### config.mk
export PLATFORM = sky130hd
export DESIGN_NAME = dmem_arbiter_flat
export DESIGN_NICKNAME = d
export VERILOG_FILES = /design/src/rtl/mcu_pkg.sv /design/src/rtl/dmem_arbiter_if.sv /design/src/rtl/dmem_arbiter_starve_counter.sv /design/src/rtl/dmem_arbiter.sv /design/src/flat_wrapper.sv
export SDC_FILE = /design/constraint.sdc
export NUM_CORES = 1
export LEC_CHECK = 0
export ABC_AREA = 0
export BUFFER_PORTS_ARGS = -buffer_cell sky130_fd_sc_hd__buf_2
export CORE_UTILIZATION = 45
export DETAILED_ROUTE_END_ITERATION = 8
export GPL_ROUTABILITY_DRIVEN = 0
export GPL_TIMING_DRIVEN = 0
export PLACE_DENSITY_LB_ADDON = 0.1
export RECOVER_POWER = 25
export SLEW_MARGIN = 5
export SYNTH_ARGS = -nofsm -noshare
export SYNTH_HDL_FRONTEND = slang
export SYNTH_SLANG_ARGS = --single-unit
export TNS_END_PERCENT = 1
### constraint.sdc
create_clock -name clk -period 3.58 [get_ports clk]
set_input_delay 0.537 -clock clk [delete_from_list [all_inputs] [get_ports clk]]
set_output_delay 0.537 -clock clk [all_outputs]
set_load 0.005 [all_outputs]
### src/rtl/mcu_pkg.sv
// Shared MCU definitions: data-memory geometry and the bus ownership encoding
// used by everything that talks to the data RAM.
package mcu_pkg;

    localparam int DMEM_AW = 4;
    localparam int DMEM_DW = 8;

    typedef enum logic [1:0] {
        NONE = 2'd0,
        CORE = 2'd1,
        HOST = 2'd2
    } owner_t;

endpackage

### src/rtl/dmem_arbiter_if.sv
// Data-memory arbiter bus bundle: core port, host/debug port and RAM port.
// The slave modport is the arbiter's view; master is the surrounding system.
interface dmem_arbiter_if;

    logic                         core_req;
    logic                         core_we;
    logic [mcu_pkg::DMEM_AW-1:0]  core_addr;
    logic [mcu_pkg::DMEM_DW-1:0]  core_wdata;
    logic [mcu_pkg::DMEM_DW-1:0]  core_rdata;
    logic                         core_stall;

    logic                         host_req;
    logic                         host_we;
    logic [mcu_pkg::DMEM_AW-1:0]  host_addr;
    logic [mcu_pkg::DMEM_DW-1:0]  host_wdata;
    logic                         host_gnt;
    logic                         host_ack;
    logic [mcu_pkg::DMEM_DW-1:0]  host_rdata;

    logic                         mem_en;
    logic                         mem_we;
    logic [mcu_pkg::DMEM_AW-1:0]  mem_addr;
    logic [mcu_pkg::DMEM_DW-1:0]  mem_wdata;
    logic [mcu_pkg::DMEM_DW-1:0]  mem_rdata;

    modport slave (
        input  core_req, core_we, core_addr, core_wdata,
        input  host_req, host_we, host_addr, host_wdata,
        input  mem_rdata,
        output core_rdata, core_stall,
        output host_gnt, host_ack, host_rdata,
        output mem_en, mem_we, mem_addr, mem_wdata
    );

    modport master (
        output core_req, core_we, core_addr, core_wdata,
        output host_req, host_we, host_addr, host_wdata,
        output mem_rdata,
        input  core_rdata, core_stall,
        input  host_gnt, host_ack, host_rdata,
        input  mem_en, mem_we, mem_addr, mem_wdata
    );

endinterface

### src/rtl/dmem_arbiter_starve_counter.sv
// Saturating wait counter: counts cycles the host was eligible but denied,
// and flags when the host must be forced through.
module starve_counter #(
    parameter int LIMIT = 4
) (
    input  logic clk,
    input  logic rst,
    input  logic inc,
    input  logic clr,
    output logic full
);

    localparam int CW = $clog2(LIMIT + 1);
    localparam logic [CW-1:0] CNT_MAX = CW'(LIMIT);

    logic [CW-1:0] cnt_r;
    logic [CW-1:0] cnt_nxt_s;
    logic          full_r;

    // Next count: clear dominates, increment saturates at the limit
    always_comb begin
        cnt_nxt_s = cnt_r;
        if (clr) begin
            cnt_nxt_s = '0;
        end else if (inc && (cnt_r != CNT_MAX)) begin
            cnt_nxt_s = cnt_r + CW'(1);
        end else begin
            cnt_nxt_s = cnt_r;
        end
    end

    // Count and full flag registers
    always_ff @(posedge clk) begin
        if (!rst) begin
            cnt_r  <= '0;
            full_r <= 1'b0;
        end else begin
            cnt_r  <= cnt_nxt_s;
            full_r <= (cnt_nxt_s == CNT_MAX);
        end
    end

    assign full = full_r;

endmodule

### src/rtl/dmem_arbiter.sv
// Shares the single-port data RAM between the core (priority) and the host
// port; a starvation counter forces a host access after a bounded wait.
module dmem_arbiter
    import mcu_pkg::*;
#(
    parameter int AW           = DMEM_AW,
    parameter int DW           = DMEM_DW,
    parameter int STARVE_LIMIT = 4
) (
    input  logic          clk,
    input  logic          rst,
    dmem_arbiter_if.slave bus
);

    owner_t          grant_s;
    owner_t          owner_r;
    logic            host_elig_s;
    logic            starve_full_s;
    logic            starve_inc_s;
    logic            host_ack_r;
    logic            host_ack_s;
    logic            host_we_r;
    logic            host_rd_done_s;
    logic            mem_we_s;
    logic [AW-1:0]   mem_addr_s;
    logic [DW-1:0]   mem_wdata_s;
    logic [DW-1:0]   host_rdata_r;

    // The host cannot be granted again in the cycle its previous access is acked
    assign host_elig_s  = bus.host_req && !host_ack_r;
    assign starve_inc_s = host_elig_s && (grant_s != HOST);

    starve_counter #(.LIMIT(STARVE_LIMIT)) u_starve (
        .clk  (clk),
        .rst  (rst),
        .inc  (starve_inc_s),
        .clr  (!starve_inc_s),
        .full (starve_full_s)
    );

    // Grant selection: starved host, then core, then idle host
    always_comb begin
        grant_s = NONE;
        if (!rst) begin
            grant_s = NONE;
        end else if (starve_full_s && host_elig_s) begin
            grant_s = HOST;
        end else if (bus.core_req) begin
            grant_s = CORE;
        end else if (host_elig_s) begin
            grant_s = HOST;
        end else begin
            grant_s = NONE;
        end
    end

    // RAM port steering from the winner
    always_comb begin
        mem_we_s    = 1'b0;
        mem_addr_s  = '0;
        mem_wdata_s = '0;
        case (grant_s)
            CORE: begin
                mem_we_s    = bus.core_we;
                mem_addr_s  = bus.core_addr;
                mem_wdata_s = bus.core_wdata;
            end
            HOST: begin
                mem_we_s    = bus.host_we;
                mem_addr_s  = bus.host_addr;
                mem_wdata_s = bus.host_wdata;
            end
            default: begin
                mem_we_s    = 1'b0;
                mem_addr_s  = '0;
                mem_wdata_s = '0;
            end
        endcase
    end

    // Host read data arrives from the RAM in the ack cycle and is then held
    assign host_ack_s     = host_ack_r && rst;
    assign host_rd_done_s = host_ack_s && (owner_r == HOST) && !host_we_r;

    // Ownership, host completion and held host read data
    always_ff @(posedge clk) begin
        if (!rst) begin
            owner_r      <= NONE;
            host_ack_r   <= 1'b0;
            host_we_r    <= 1'b0;
            host_rdata_r <= '0;
        end else begin
            owner_r    <= grant_s;
            host_ack_r <= (grant_s == HOST);
            if (grant_s == HOST) begin
                host_we_r <= bus.host_we;
            end else begin
                host_we_r <= host_we_r;
            end
            if (host_rd_done_s) begin
                host_rdata_r <= bus.mem_rdata;
            end else begin
                host_rdata_r <= host_rdata_r;
            end
        end
    end

    assign bus.mem_en     = (grant_s != NONE);
    assign bus.mem_we     = mem_we_s;
    assign bus.mem_addr   = mem_addr_s;
    assign bus.mem_wdata  = mem_wdata_s;
    assign bus.core_stall = rst && bus.core_req && (grant_s != CORE);
    assign bus.core_rdata = bus.mem_rdata;
    assign bus.host_gnt   = (grant_s == HOST);
    assign bus.host_ack   = host_ack_s;
    assign bus.host_rdata = host_rd_done_s ? bus.mem_rdata : host_rdata_r;

endmodule

### src/flat_wrapper.sv
// flat-port wrapper written by rule: the top's interface ports become plain ports
module dmem_arbiter_flat import mcu_pkg::*;
#(
    parameter int AW           = DMEM_AW,
    parameter int DW           = DMEM_DW,
    parameter int STARVE_LIMIT = 4
)
  (clk, rst, bus_core_req, bus_core_we, bus_core_addr, bus_core_wdata, bus_host_req, bus_host_we, bus_host_addr, bus_host_wdata, bus_mem_rdata, bus_core_rdata, bus_core_stall, bus_host_gnt, bus_host_ack, bus_host_rdata, bus_mem_en, bus_mem_we, bus_mem_addr, bus_mem_wdata);
  dmem_arbiter_if bus_i ();
  input  logic clk;
  input  logic rst;
  input wire logic [$bits(bus_i.core_req)-1:0] bus_core_req;
  input wire logic [$bits(bus_i.core_we)-1:0] bus_core_we;
  input wire logic [$bits(bus_i.core_addr)-1:0] bus_core_addr;
  input wire logic [$bits(bus_i.core_wdata)-1:0] bus_core_wdata;
  input wire logic [$bits(bus_i.host_req)-1:0] bus_host_req;
  input wire logic [$bits(bus_i.host_we)-1:0] bus_host_we;
  input wire logic [$bits(bus_i.host_addr)-1:0] bus_host_addr;
  input wire logic [$bits(bus_i.host_wdata)-1:0] bus_host_wdata;
  input wire logic [$bits(bus_i.mem_rdata)-1:0] bus_mem_rdata;
  output wire logic [$bits(bus_i.core_rdata)-1:0] bus_core_rdata;
  output wire logic [$bits(bus_i.core_stall)-1:0] bus_core_stall;
  output wire logic [$bits(bus_i.host_gnt)-1:0] bus_host_gnt;
  output wire logic [$bits(bus_i.host_ack)-1:0] bus_host_ack;
  output wire logic [$bits(bus_i.host_rdata)-1:0] bus_host_rdata;
  output wire logic [$bits(bus_i.mem_en)-1:0] bus_mem_en;
  output wire logic [$bits(bus_i.mem_we)-1:0] bus_mem_we;
  output wire logic [$bits(bus_i.mem_addr)-1:0] bus_mem_addr;
  output wire logic [$bits(bus_i.mem_wdata)-1:0] bus_mem_wdata;
  assign bus_i.core_req = bus_core_req;
  assign bus_i.core_we = bus_core_we;
  assign bus_i.core_addr = bus_core_addr;
  assign bus_i.core_wdata = bus_core_wdata;
  assign bus_i.host_req = bus_host_req;
  assign bus_i.host_we = bus_host_we;
  assign bus_i.host_addr = bus_host_addr;
  assign bus_i.host_wdata = bus_host_wdata;
  assign bus_i.mem_rdata = bus_mem_rdata;
  assign bus_core_rdata = bus_i.core_rdata;
  assign bus_core_stall = bus_i.core_stall;
  assign bus_host_gnt = bus_i.host_gnt;
  assign bus_host_ack = bus_i.host_ack;
  assign bus_host_rdata = bus_i.host_rdata;
  assign bus_mem_en = bus_i.mem_en;
  assign bus_mem_we = bus_i.mem_we;
  assign bus_mem_addr = bus_i.mem_addr;
  assign bus_mem_wdata = bus_i.mem_wdata;
  dmem_arbiter #(.AW(AW), .DW(DW), .STARVE_LIMIT(STARVE_LIMIT)) u_core (.clk(clk), .rst(rst), .bus(bus_i));
endmodule
==> impl_metrics.tcl <==
set metrics [dict create \
    status "finished, final reports clean" \
    num_antenna_cells 0 \
    cts_root_buf "clkbuf_4" \
    drive_gt1_frac 0.408 \
    crit_path_end_kind "output pin" \
    vias 1079 \
    min_period_ns 2.77 \
    cts_buffer_depth 2 \
    timing.hold.ws_ns 0.471 \
    cts.repair.resized 0 \
    synth.yosys.seq_area_share 0.296 \
    die-area_um2 2610 \
    ys_seq_elements 16 \
    power_density_nw_per_um2 255 \
    ant_nets 0 \
    timing.rr.start "u_core.host_ack_r$_SDFF_PN0_" \
    rsz0062_at_grt "false" \
    grt_start_max_net_pins 11 \
    reg2reg_to "u_core.u_starve.full$_SDFF_PN0_" \
    path_class "in2out" \
    hp-start "bus_core_req" \
    relSlewSlack 0.657 \
    overflow 0 \
    drt_pass1_iterations 4 \
    synth.net_count 170 \
    yosysWarnings 0 \
    nFillCells 225 \
    fin_crit_sh 0.773 \
    portBuffers 70 \
    hpwl_um 1990 \
    arrival_ns 2.23 \
    tightest_slew_ns 0.513 \
    hold_violations 0 \
    cap_violations 0 \
    rr_worst_depth 6 \
    rows 17 \
    core-area_um2 2230 \
    drt_wl_total_um 2450 \
    first_iter_violations 16 \
    io_pins 71 \
    min_to "u_core.owner_r[1]$_SDFF_PN0_" \
    crit_fanout 10 \
    wl_per_cell_um 10.7 \
    syn-cell-area_um2 1080 \
    maxSlewViolCount 0 \
    fmax_mhz 361 \
    clock_skew_ns 0.00662 \
    syn_avg_cell_area_um2 8.52 \
    grtUsageTotal 0.190 \
    ctsHoldBuffers 0 \
    grt_pass1_wl_um 3800 \
    fin_tns_setup_ns 0 \
    reg2reg_slack_ns 1.80 \
    crit_path_start_kind "primary input" \
    peakVddDrop_uv 260 \
    viasPerCell 4.71 \
    remaining_drc_errors 0 \
    synthToLayoutAreaGrowth_pct 37.7 \
    cts_inserted_buffers 3 \
    hold_path.class "in2reg" \
    start_util 0.485 \
    p_leak_nw 0.747 \
    die_y_um 51.0 \
    insertion_delay_ns 0.28 \
    final_nets 245 \
    cts_tree "yes" \
    post_cts_buffers 0 \
    ys_types 27 \
    die_width_um 51.0 \
    clock_sinks 16 \
    worstPathRequired_ns 3.04 \
    cts.htree.levels 1 \
    grt_pass1_vias 922 \
    netlist_instances 127 \
    setup_violations 0 \
    antenna_found_initial 0 \
    min_path_cells 2 \
    path_clk_slew_ns 0.09 \
]
-- synth_stat cells, drive strengths merged --
cell | instances | share of area
nor3 | 1 | 0.0046
nor4b | 2 | 0.030
a22oi | 12 | 0.083
xnor2 | 1 | 0.0081
a21oi | 3 | 0.014
nand2 | 14 | 0.051
a21boi | 2 | 0.014
ha | 5 | 0.058
nor2 | 4 | 0.014
dfxtp | 16 | 0.30
nor2b | 13 | 0.075
and2 | 1 | 0.0058
nor3b | 1 | 0.0069
nand3b | 2 | 0.014
mux2i | 9 | 0.083
mux2 | 8 | 0.083
inv | 15 | 0.052
clkbuf | 4 | 0.014
buf | 9 | 0.066
or2 | 1 | 0.0058
a31oi | 2 | 0.012
o21ai | 1 | 0.0046
nand2b | 1 | 0.0058
-- worst max path at each step --
stage	startpoint	end	slack, ns	depth (start not counted)
final	rst	bus_mem_we	0.81	8
after global routing	rst	bus_mem_we	0.64	8
after CTS	u_core.host_ack_r$_SDFF_PN0_	bus_mem_we	0.87	7
after detailed placement	rst	bus_mem_we	0.91	8
after global placement	rst	bus_mem_we	1.01	8
after floorplan	rst	bus_mem_we	1.40	6
-- final cells by class --
| class | instances | area [um^2] | share of cell area |
|---|---|---|---|
| inverter | 15 | 56.3 | 0.0378 |
| clock buffer | 4 | 36.3 | 0.0243 |
| timing repair buffer | 70 | 339 | 0.228 |
| buffer | 13 | 86.3 | 0.0579 |
| tap | 28 | 35.0 | 0.0235 |
| multi-input combinational | 83 | 617 | 0.414 |
| sequential | 16 | 320 | 0.215 |
-- worst max-delay path: stages --
cell      delay (ns)
clkbuf_1        0.20
nand3b_1        0.14
a21oi_1         0.19
ha_1            0.33
clkbuf_1        0.36
nand2_1         0.14
a21boi_0        0.18
buf_2           0.15
-- cells by family after synthesis --
family                     after synthesis  synth area share
adders and majority gates                5            0.0578
DFF                                     16             0.296
xor gates and xnor gates                 1           0.00809
AOI/OAI and AO/OA                       20             0.127
muxes                                   17             0.166
buffers and inverters                   28             0.132
and+or+nand+nor                         40             0.213
-- placed cells by master, fill, tap and decap left out, types with 2 or more instances in the layout --
master,instances
buf_2,61
dfxtp_1,16
inv_1,15
nand2_1,14
clkbuf_1,13
nor2b_1,13
a22oi_1,12
mux2i_1,9
buf_4,8
mux2_2,6
ha_1,5
nor2_1,4
a21oi_1,3
clkbuf_4,3
a31oi_1,2
nand3b_1,2
mux2_1,2
a21boi_0,2
-- power breakdown --
group          switching [mW]  internal, mW  total, mW  leakage [nW]
Clock                  0.0529        0.0619      0.115        0.0210
Combinational          0.0370        0.0447     0.0817         0.597
Sequential            0.00289         0.181      0.184         0.130
Total                  0.0927         0.288      0.381         0.747
-- metal layers --
| metal | vias up | GRT usage | routed length, um |
|---|---|---|---|
| met4 | 0 | 0.0417 | 9 |
| li1 | 567 | - | - |
| met3 | 2 | 0.0446 | 110 |
| met1 | 485 | 0.221 | 962 |
| met5 | - | 0 | 0 |
| met2 | 25 | 0.349 | 1360 |
-- flip-flops by register name, summed over array words and instances (netlist names) --
register and flops:
u_core.host_rdata_r 8, u_core.u_starve.full 1, u_core.owner_r 2, u_core.host_ack_r 1, u_core.u_starve.cnt_r 3, u_core.host_we_r 1
-- through the flow --
stage	setup WS, ns	utilization	cell area (um^2)	std cells	total power [mW]
final	0.812	0.667	1490	229	0.381
after global routing	0.639	0.667	1490	229	0.403
after CTS	0.872	0.673	1500	229	0.389
after detailed placement	0.911	0.657	1470	225	0.272
after global placement	1.01	0.657	1470	225	0.268
after floorplan	1.40	-	1080	127	0.231
(Power assumes the default switching activity.)
